--- config.mk ---
export PLATFORM = sky130hd
export DESIGN_NAME = nrs_demap_ctrl
export DESIGN_NICKNAME = d
export VERILOG_FILES = /design/src/rtl/nrs_demap_ctrl.sv
export SDC_FILE = /design/constraint.sdc
export NUM_CORES = 1
export LEC_CHECK = 0
export BUFFER_PORTS_ARGS = -buffer_cell sky130_fd_sc_hd__buf_2
export CAP_MARGIN = 20
export CORE_MARGIN = 5
export CORE_UTILIZATION = 38
export CTS_BUF_LIST = sky130_fd_sc_hd__clkbuf_4
export DETAILED_ROUTE_END_ITERATION = 8
export PLACE_DENSITY = 0.79
export SLEW_MARGIN = 20
export SYNTH_ARGS = -nofsm -noshare
export SYNTH_HDL_FRONTEND = slang
export SYNTH_SLANG_ARGS = --single-unit
--- constraint.sdc ---
create_clock -name clk -period 3.72 [get_ports clk]
set_input_delay 0.558 -clock clk [delete_from_list [all_inputs] [get_ports clk]]
set_output_delay 0.558 -clock clk [all_outputs]
set_load 0.02 [all_outputs]
--- src/rtl/nrs_demap_ctrl.sv ---
// ---------------------------------------------------------------------------
// nrs_demap_ctrl -- receive-side NRS extraction sequencer for one NB-IoT
// subframe.
//
// Waits for each NRS-bearing OFDM symbol (l = 5, 6, 12, 13) from the post-FFT
// grid buffer. For each symbol it reads the NRS subcarriers from the grid and
// copies them into the channel-estimator buffer, then acknowledges the symbol.
//
// Build option:
//   NRS_PORT1_EN  defined   -> two antenna ports: four reads per symbol,
//                             est_wr_addr is 4 bits {port, slot, v_sel, re}
//                 undefined -> antenna port 0 only, est_wr_addr is 3 bits
//                             {slot, v_sel, re}
//
// Ports:
//   clk, rst_n           clock, synchronous active-low reset
//   N_cell_ID, cfg_load  cell ID and its load strobe (honoured in IDLE only)
//   sf_start, nrs_sf     subframe start pulse, subframe-carries-NRS flag
//   abort                abandon the current subframe
//   sym_rdy, sym_idx     grid buffer holds symbol sym_idx (held until ack)
//   sym_ack              one-cycle pulse, symbol consumed
//   grid_rd_en/addr      grid read strobe and subcarrier index (0..11)
//   grid_rd_data         RE {I,Q}, valid the cycle after grid_rd_en
//   est_wr_en/addr/data  estimator buffer write, one cycle after each read
//   v_shift              registered N_cell_ID mod 6
//   busy, done, err      not-IDLE, final-write pulse, sf_start-while-busy
// ---------------------------------------------------------------------------

// NRS subcarrier index generator, receive side.
//   est_rd_addr_i = {v_sel, re}; m = re, v = v_sel ? 3 : 0
//   index_demap_o = (6m + v + v_shift) mod 12
module nrs_index_gen_rx (
    input  logic [2:0] v_shift_i,
    input  logic [1:0] est_rd_addr_i,
    output logic [3:0] index_demap_o
);

    logic [4:0] sum;

    always_comb begin
        sum = (est_rd_addr_i[0] ? 5'd6 : 5'd0)
            + (est_rd_addr_i[1] ? 5'd3 : 5'd0)
            + {2'b00, v_shift_i};
        // sum never exceeds 6 + 3 + 5 = 14, so one conditional wrap suffices
        if (sum >= 5'd12) begin
            index_demap_o = 4'(sum - 5'd12);
        end else begin
            index_demap_o = sum[3:0];
        end
    end

endmodule

module nrs_demap_ctrl #(
    parameter int unsigned DW = 16
) (
    input  logic            clk,
    input  logic            rst_n,
    input  logic [8:0]      N_cell_ID,
    input  logic            cfg_load,
    input  logic            sf_start,
    input  logic            nrs_sf,
    input  logic            abort,
    input  logic            sym_rdy,
    input  logic [3:0]      sym_idx,
    output logic            sym_ack,
    output logic            grid_rd_en,
    output logic [3:0]      grid_rd_addr,
    input  logic [2*DW-1:0] grid_rd_data,
    output logic            est_wr_en,
`ifdef NRS_PORT1_EN
    output logic [3:0]      est_wr_addr,
`else
    output logic [2:0]      est_wr_addr,
`endif
    output logic [2*DW-1:0] est_wr_data,
    output logic [2:0]      v_shift,
    output logic            busy,
    output logic            done,
    output logic            err
);

`ifdef NRS_PORT1_EN
    localparam int unsigned WrAddrW = 4;
`else
    localparam int unsigned WrAddrW = 3;
`endif

    typedef enum logic [2:0] {
        StIdle,
        StWaitSym,
        StRd0,
        StRd1,
        StRd2,
        StRd3,
        StFin
    } state_e;

    state_e               state_q, state_d;
    logic [1:0]           sym_cnt_q, sym_cnt_d;
    logic [2:0]           v_shift_q;
    logic                 wr_en_q;
    logic [WrAddrW-1:0]   wr_addr_q;
    logic [WrAddrW-1:0]   wr_addr_d;

    logic                 rd_en;
    logic                 rd_re;
    logic                 rd_port;
    logic                 v_sel_eff;
    logic [3:0]           l_exp;
    logic [3:0]           sc_index;

    // Expected symbol for the current schedule slot: 5, 6, 12, 13
    always_comb begin
        if (sym_cnt_q[1]) begin
            l_exp = 4'd12 + {3'b000, sym_cnt_q[0]};
        end else begin
            l_exp = 4'd5 + {3'b000, sym_cnt_q[0]};
        end
    end

    // Port 1 carries its NRS on the opposite frequency offset to port 0
    assign v_sel_eff = sym_cnt_q[0] ^ rd_port;

    nrs_index_gen_rx u_index_gen (
        .v_shift_i     (v_shift_q),
        .est_rd_addr_i ({v_sel_eff, rd_re}),
        .index_demap_o (sc_index)
    );

    // Next-state and per-state outputs
    always_comb begin
        state_d   = state_q;
        sym_cnt_d = sym_cnt_q;
        rd_en     = 1'b0;
        rd_re     = 1'b0;
        rd_port   = 1'b0;
        sym_ack   = 1'b0;
        done      = 1'b0;
        busy      = (state_q != StIdle);
        err       = sf_start && (state_q != StIdle) && !abort;

        case (state_q)
            StIdle: begin
                if (sf_start && nrs_sf) begin
                    state_d   = StWaitSym;
                    sym_cnt_d = 2'd0;
                end
            end
            StWaitSym: begin
                // A symbol other than the expected one is left for upstream to flush
                if (sym_rdy && (sym_idx == l_exp)) begin
                    state_d = StRd0;
                end
            end
            StRd0: begin
                rd_en   = 1'b1;
                state_d = StRd1;
            end
            StRd1: begin
                rd_en = 1'b1;
                rd_re = 1'b1;
`ifdef NRS_PORT1_EN
                state_d = StRd2;
`else
                sym_ack = 1'b1;
                if (sym_cnt_q == 2'd3) begin
                    state_d = StFin;
                end else begin
                    sym_cnt_d = sym_cnt_q + 2'd1;
                    state_d   = StWaitSym;
                end
`endif
            end
`ifdef NRS_PORT1_EN
            StRd2: begin
                rd_en   = 1'b1;
                rd_port = 1'b1;
                state_d = StRd3;
            end
            StRd3: begin
                rd_en   = 1'b1;
                rd_port = 1'b1;
                rd_re   = 1'b1;
                sym_ack = 1'b1;
                if (sym_cnt_q == 2'd3) begin
                    state_d = StFin;
                end else begin
                    sym_cnt_d = sym_cnt_q + 2'd1;
                    state_d   = StWaitSym;
                end
            end
`endif
            StFin: begin
                // The last write of the subframe lands in this cycle
                done    = 1'b1;
                state_d = StIdle;
            end
            default: begin
                state_d = StIdle;
            end
        endcase

        // Abort overrides everything, including the ack and done pulses
        if (abort) begin
            state_d   = StIdle;
            sym_cnt_d = 2'd0;
            sym_ack   = 1'b0;
            done      = 1'b0;
        end
    end

    always_comb begin
`ifdef NRS_PORT1_EN
        wr_addr_d = {rd_port, sym_cnt_q[1], v_sel_eff, rd_re};
`else
        wr_addr_d = {sym_cnt_q[1], v_sel_eff, rd_re};
`endif
    end

    always_ff @(posedge clk) begin
        if (!rst_n) begin
            state_q   <= StIdle;
            sym_cnt_q <= 2'd0;
            v_shift_q <= 3'd0;
            wr_en_q   <= 1'b0;
            wr_addr_q <= '0;
        end else begin
            state_q   <= state_d;
            sym_cnt_q <= sym_cnt_d;
            if ((state_q == StIdle) && cfg_load) begin
                v_shift_q <= 3'(N_cell_ID % 9'd6);
            end
            // A read issued in the abort cycle never turns into a write
            wr_en_q   <= rd_en && !abort;
            wr_addr_q <= rd_en ? wr_addr_d : '0;
        end
    end

    assign grid_rd_en   = rd_en;
    assign grid_rd_addr = rd_en ? sc_index : 4'd0;
    assign est_wr_en    = wr_en_q;
    assign est_wr_addr  = wr_addr_q;
    // The grid buffer registers its read data, so it already arrives in the
    // same cycle as the delayed write strobe; gate it so the bus idles at 0.
    assign est_wr_data  = wr_en_q ? grid_rd_data : '0;
    assign v_shift      = v_shift_q;

endmodule

Yosys cells after proc, flatten, opt, wreduce, memory -nomap -nowiden
Cells that the tools add are included.
- flip-flop bits (word level): 12
- bits of input ports: 52
- output and inout bits: 48
- logic and storage cells: 56
- $add $sub $neg: 6
- div/mod/pow operators: 1
- $lt $le $gt $ge: 1
- equality and inequality tests: 9
- muxes and demuxes: 18
- bitwise gates (word level): 1
- reductions and logical operators: 15
- operators by type and width (operator ; count):
    32-bit 2-to-1 mux ; 1
    3-bit 2-to-1 mux ; 4
    4-bit 2-to-1 mux ; 3
    3-bit case mux with 4 select lines ; 1
    9-bit by 3-bit modulo with 9-bit output, second input constant ; 1
    3-bit by 2-bit == test with 1-bit output, second input constant ; 2
    1-bit logical AND ; 6
    2-bit 2-to-1 mux ; 3
    2-bit != test, second input constant ; 3
    5-bit by 3-bit adder with 5-bit output ; 1
    5-bit adder ; 1
    5-bit by 4-bit greater-or-equal comparator with 1-bit output, second input constant ; 1
    1-bit 2-to-1 mux ; 5
    3-bit by 1-bit adder with 4-bit output, first input constant ; 1
    3-bit by 2-bit adder with 4-bit output, first input constant ; 1
    4-bit == test ; 1
    2-bit case mux with 2 select lines ; 1
    2-bit AND reduction ; 2
    2-bit OR reduction ; 2
    4-bit subtractor, second input constant ; 1
    3-bit by 1-bit == test with 1-bit output, second input constant ; 1
    3-bit == test, second input constant ; 1
    3-bit logical NOT ; 1
    3-bit AND reduction ; 1
    6 further kinds ; 6

Logic depth before layout (Yosys ltp)
- depth in word-level cells: 8
- gate-level depth with buffers: 13
- depth with buffers taken out: 13

Hierarchy
Synthesis repeated with hierarchy kept, for this count alone.
- cells, all modules: 177
- area, all modules: 1376.3 µm²
- modules (own cells, without submodules) (module ; times used ; cells an instance ; area an instance (µm²) ; seq. area each (µm²)):
    nrs_demap_ctrl ; 1 ; 156 ; 1182.4 ; 240.2
    nrs_index_gen_rx ; 1 ; 21 ; 193.9 ; 0.0

Least setup slack after synthesis
No wires, ideal clock.
- kind: reg-to-output
- start point: reg state_q[1]
- end point: out grid_rd_addr[3]
- arrival time: 3.327 ns
- required time: 3.162 ns
- path slack: -0.165 ns
- cell stages (with the launch flop): 14
- buffers on the path: 1
- cell sequence: dfxtp_1 clkbuf_1 nand2_1 inv_1 nand2_1 inv_1 fa_1 ha_1 fa_1 xor2_1 ha_1 a222oi_1 mux2i_1 nor2_1
- elaborated cells on any way between the ends: 12
- classes of those cells: add/sub: 3; order compare: 1; eq/ne: 2; mux: 5; reduce/logical: 1
- RTL lines (element ; RTL line ; RTL):
    from (decl) ; 99 ; state_e state_q, state_d;
    from (signal assigned) ; 223 ; state_q <= StIdle;
    from (signal assigned) ; 229 ; state_q <= state_d;
    3-bit by 2-bit == test with 1-bit output ; 143 ; case (state_q)
    2-bit OR reduction (no source line) * ; -- ;
    1-bit 2-to-1 mux * ; 143 ;
    named net grid_rd_en ; 67 ; output logic grid_rd_en,
    4-bit 2-to-1 mux * ; 241 ; assign grid_rd_addr = rd_en ? sc_index : 4'd0;
    to (decl) ; 68 ; output logic [3:0] grid_rd_addr,
The timed path passes the listed nets; every way through them passes the cells marked *.

Final worst setup path
- start point: reg state_q[2]
- end point: out grid_rd_addr[3]
- longest elaborated chain between the ends: 8
- elaborated cells on any way between the ends: 12
- classes of those cells: add/sub: 3; order compare: 1; eq/ne: 2; mux: 5; reduce/logical: 1
- ends and longest elaborated chain (element ; RTL line ; RTL):
    3-bit by 2-bit == test with 1-bit output * ; 143 ;
    1-bit 2-to-1 mux * ; 143 ;
    named net rd_re ; 107 ; logic rd_re;
    3-bit 2-to-1 mux * ; 41 ; sum = (est_rd_addr_i[0] ? 5'd6 : 5'd0)
    5-bit adder * ; 42 ; + (est_rd_addr_i[1] ? 5'd3 : 5'd0)
    5-bit by 3-bit adder with 5-bit output * ; 43 ; + {2'b00, v_shift_i};
    4-bit subtractor or 5-bit by 4-bit greater-or-equal comparator with 1-bit output (tied branches) ; 46, 45 ;
    4-bit 2-to-1 mux * ; 45 ; if (sum >= 5'd12) begin
    4-bit 2-to-1 mux * ; 241 ;
Marks and branches as above.

==> flow_metrics.env <==
export IMPL_rows=21
export IMPL_setup_worst_path_end_class="output pin"
export IMPL_routabilityCongestion=0.829
export IMPL_final_core_util=0.591
export IMPL_finalSetupTns_ns=-0.235
export IMPL_wl_mm=4.07
export IMPL_drv_slew=0
export IMPL_max_freq_ghz=0.260
export IMPL_grt_start_max_net_pins=34
export IMPL_drive_gt1_frac=0.482
export IMPL_final_common_cell="buf_2"
export IMPL_area_growth_pct=49.5
export IMPL_synth_seq_cells=12
export IMPL_avgSynthCellArea_um2=7.82
export IMPL_cts_tree="done"
export IMPL_root_buffer="clkbuf_4"
export IMPL_grt_usage=0.164
export IMPL_clock_sinks=12
export IMPL_grt_pass1_wl_mm=6.65
export IMPL_start_util=0.395
export IMPL_hold_viol=0
export IMPL_violations="setup timing"
export IMPL_cts_htree_levels=1
export IMPL_gr_total_overflow=0
export IMPL_vias_per_cell=4.87
export IMPL_fin_crit_sh=1.04
export IMPL_cp_start_kind="register"
export IMPL_postRouteAntennaNets=0
export IMPL_dieArea_um2=4780
export IMPL_cp_max_fo=4
export IMPL_n_antenna_cell=0
export IMPL_postLayoutCellArea_um2=1990
export IMPL_period_needed_ns=3.85
export IMPL_pre_cts_slack_ns=0.0701
export IMPL_synthCells=170
export IMPL_grt_pass1_vias=1478
export IMPL_syn_area_um2=1330
export IMPL_slew_headroom=0.560
export IMPL_drc=0
export IMPL_maxCapViolCount=0
export IMPL_run_status="finished with violations"
export IMPL_gr_usage_met1=0.176
export IMPL_drtIter0Drc=23
export IMPL_wire_per_inst_um=12.6
export IMPL_worstPathArrival_ns=3.29
export IMPL_cts_hold_repair_buffers=0
export IMPL_io_pins=100
export IMPL_final_cell_mix="buf_2, and2_1, nor2_1"
export IMPL_dr_pass1_iters=5
export IMPL_skew_ns=0.0109
export IMPL_ys_warn_count=0
export IMPL_postSynthNetCount=232
export IMPL_cts_buffers=3
export IMPL_tightest_slew_ns=0.659
export IMPL_yosysSeqAreaShare=0.181
export IMPL_rsz0062_at_grt="yes"
export IMPL_critPathRequiredTime_ns=3.16
export IMPL_critPathKind="register to output pin"
export IMPL_finalSetupViolCount=2
export IMPL_synth_flop_cell="dfxtp_1"
export IMPL_clk_pin_slew_ns=0.08
export IMPL_layout_setup_ws_ns=-0.133
export IMPL_min_path_type="register to register"
export IMPL_dpl_instance_area_um2=1860
export IMPL_port_buffers=99
export IMPL_core_area_um2=3360
export IMPL_grt_use_met2=0.310
export IMPL_grt_busiest_layer="met2"
export IMPL_synthDistinctLibCells=41
export IMPL_dieHeight_um=69.1
export IMPL_async_flop_share=0
export IMPL_fp_dieW_um=69.1
export IMPL_clockBufferDepth=2
export IMPL_dpl_hpwl_mm=3.28
export IMPL_total_leakage_power_nw=1.13
export IMPL_vdd_ir_drop_max_mv=0.0981
export IMPL_layout_nets=339
export IMPL_grt_use_met3=0.0465
export IMPL_clk_latency_ns=0.27
export IMPL_synth_edf_count=0
export IMPL_antenna_found_initial=0
export IMPL_via_count=1567
export IMPL_powerDensity_nw_per_um2=172
[state kept, by name, summed over array words and instances (netlist names)]
| name | cells |
|---|---|
| est_wr_addr | 3 |
| state_q | 3 |
| v_shift | 3 |
| sym_cnt_q | 2 |
| est_wr_en | 1 |
[final cells by class]
cell class | instances | area, um2
Fill cell | 324 | 1380
Multi-Input combinational cell | 139 | 1040
Timing Repair Buffer | 109 | 577
Sequential cell | 12 | 241
Tap cell | 46 | 57.6
Inverter | 12 | 45.0
Clock buffer | 3 | 22.5
Clock inverter | 1 | 3.75
[per-layer routing]
| metal | vias to the layer above | share of wire |
|---|---|---|
| met5 | - | 0 |
| met4 | 0 | 0.0057 |
| met3 | 2 | 0.081 |
| met2 | 70 | 0.52 |
| met1 | 696 | 0.39 |
| li1 | 799 | - |
[worst max-delay path: stages, from the launching register on]
cell and delay (ns):
dfxtp_2 0.34, inv_2 0.05, nand2_2 0.07, inv_2 0.05
nand2_2 0.07, inv_2 0.05, fa_1 0.52, ha_4 0.19
fa_2 0.38, xor2_4 0.18, ha_2 0.18, a222oi_1 0.35
buf_4 0.20, mux2i_2 0.21, nor2_2 0.05, buf_6 0.13
[cells in the mapped netlist (all sizes together) (2+ instances only)]
master   number  share of area
and2         35           0.17
nor2         14          0.040
dfxtp        12           0.18
inv          12          0.034
a21oi        11          0.041
ha            8          0.075
xor2          7          0.046
clkbuf        6          0.032
nand2         6          0.017
nor3          6          0.023
nand3         5          0.019
o211a         4          0.030
a21o          3          0.018
and3          3          0.015
mux2i         3          0.023
nor3b         3          0.017
nor4b         3          0.020
o21ai         3          0.011
a211o         2          0.013
a31oi         2         0.0094
and2b         2          0.013
fa            2          0.030
nand2b        2         0.0094
nand4bb       2          0.017
o32ai         2          0.013
xnor2         2          0.013
[what timing repair did]
action                                 CTS  global route
setup endpoints to repair                2             2
endpoints found under the hold margin    0             0
buffers inserted                         4             3
pin swaps                                3             5
gates resized for setup                 10             4
[report_power, final]
| group | internal (mW) | switching, mW | leakage [nW] |
|---|---|---|---|
| Sequential | 0.132 | 0.00425 | 0.0979 |
| Clock | 0.0388 | 0.0434 | 0.0154 |
| Combinational | 0.0598 | 0.0631 | 1.01 |
| Total | 0.231 | 0.111 | 1.13 |
[through the flow]
| stage | total power, mW | instances | hold slack, ns |
|---|---|---|---|
| final | 0.342 | 322 | 0.505 |
| after global routing | 0.366 | 322 | 0.562 |
| after CTS | 0.341 | 319 | 0.507 |
| after detailed placement | 0.258 | 311 | 0.493 |
| after global placement | 0.256 | 311 | 0.495 |
| after floorplan | 0.214 | 170 | 0.482 |
[cells by family after synthesis]
kind of cell / after synthesis / synth area share
xor+xnor: 9 / 0.0593
mux: 4 / 0.0311
fa+ha+maj: 10 / 0.105
simple gates: 84 / 0.374
flops: 12 / 0.181
buf+inv: 19 / 0.0744
compound gates: 32 / 0.175
[worst paths after layout]
| check | startpoint | endpoint | slack (ns) | cells past startpoint |
|---|---|---|---|---|
| hold / removal | v_shift[0] | v_shift[0] | 0.51 | 2 |
| setup reg to reg | sym_cnt_q[1] | state_q[0] | 2.04 | 8 |
| setup / recovery | state_q[2] | grid_rd_addr[3] | -0.13 | 15 |
| hold reg to reg | v_shift[0] | v_shift[0] | 0.51 | 2 |
Note: power is estimated with default switching activity, not from simulation.
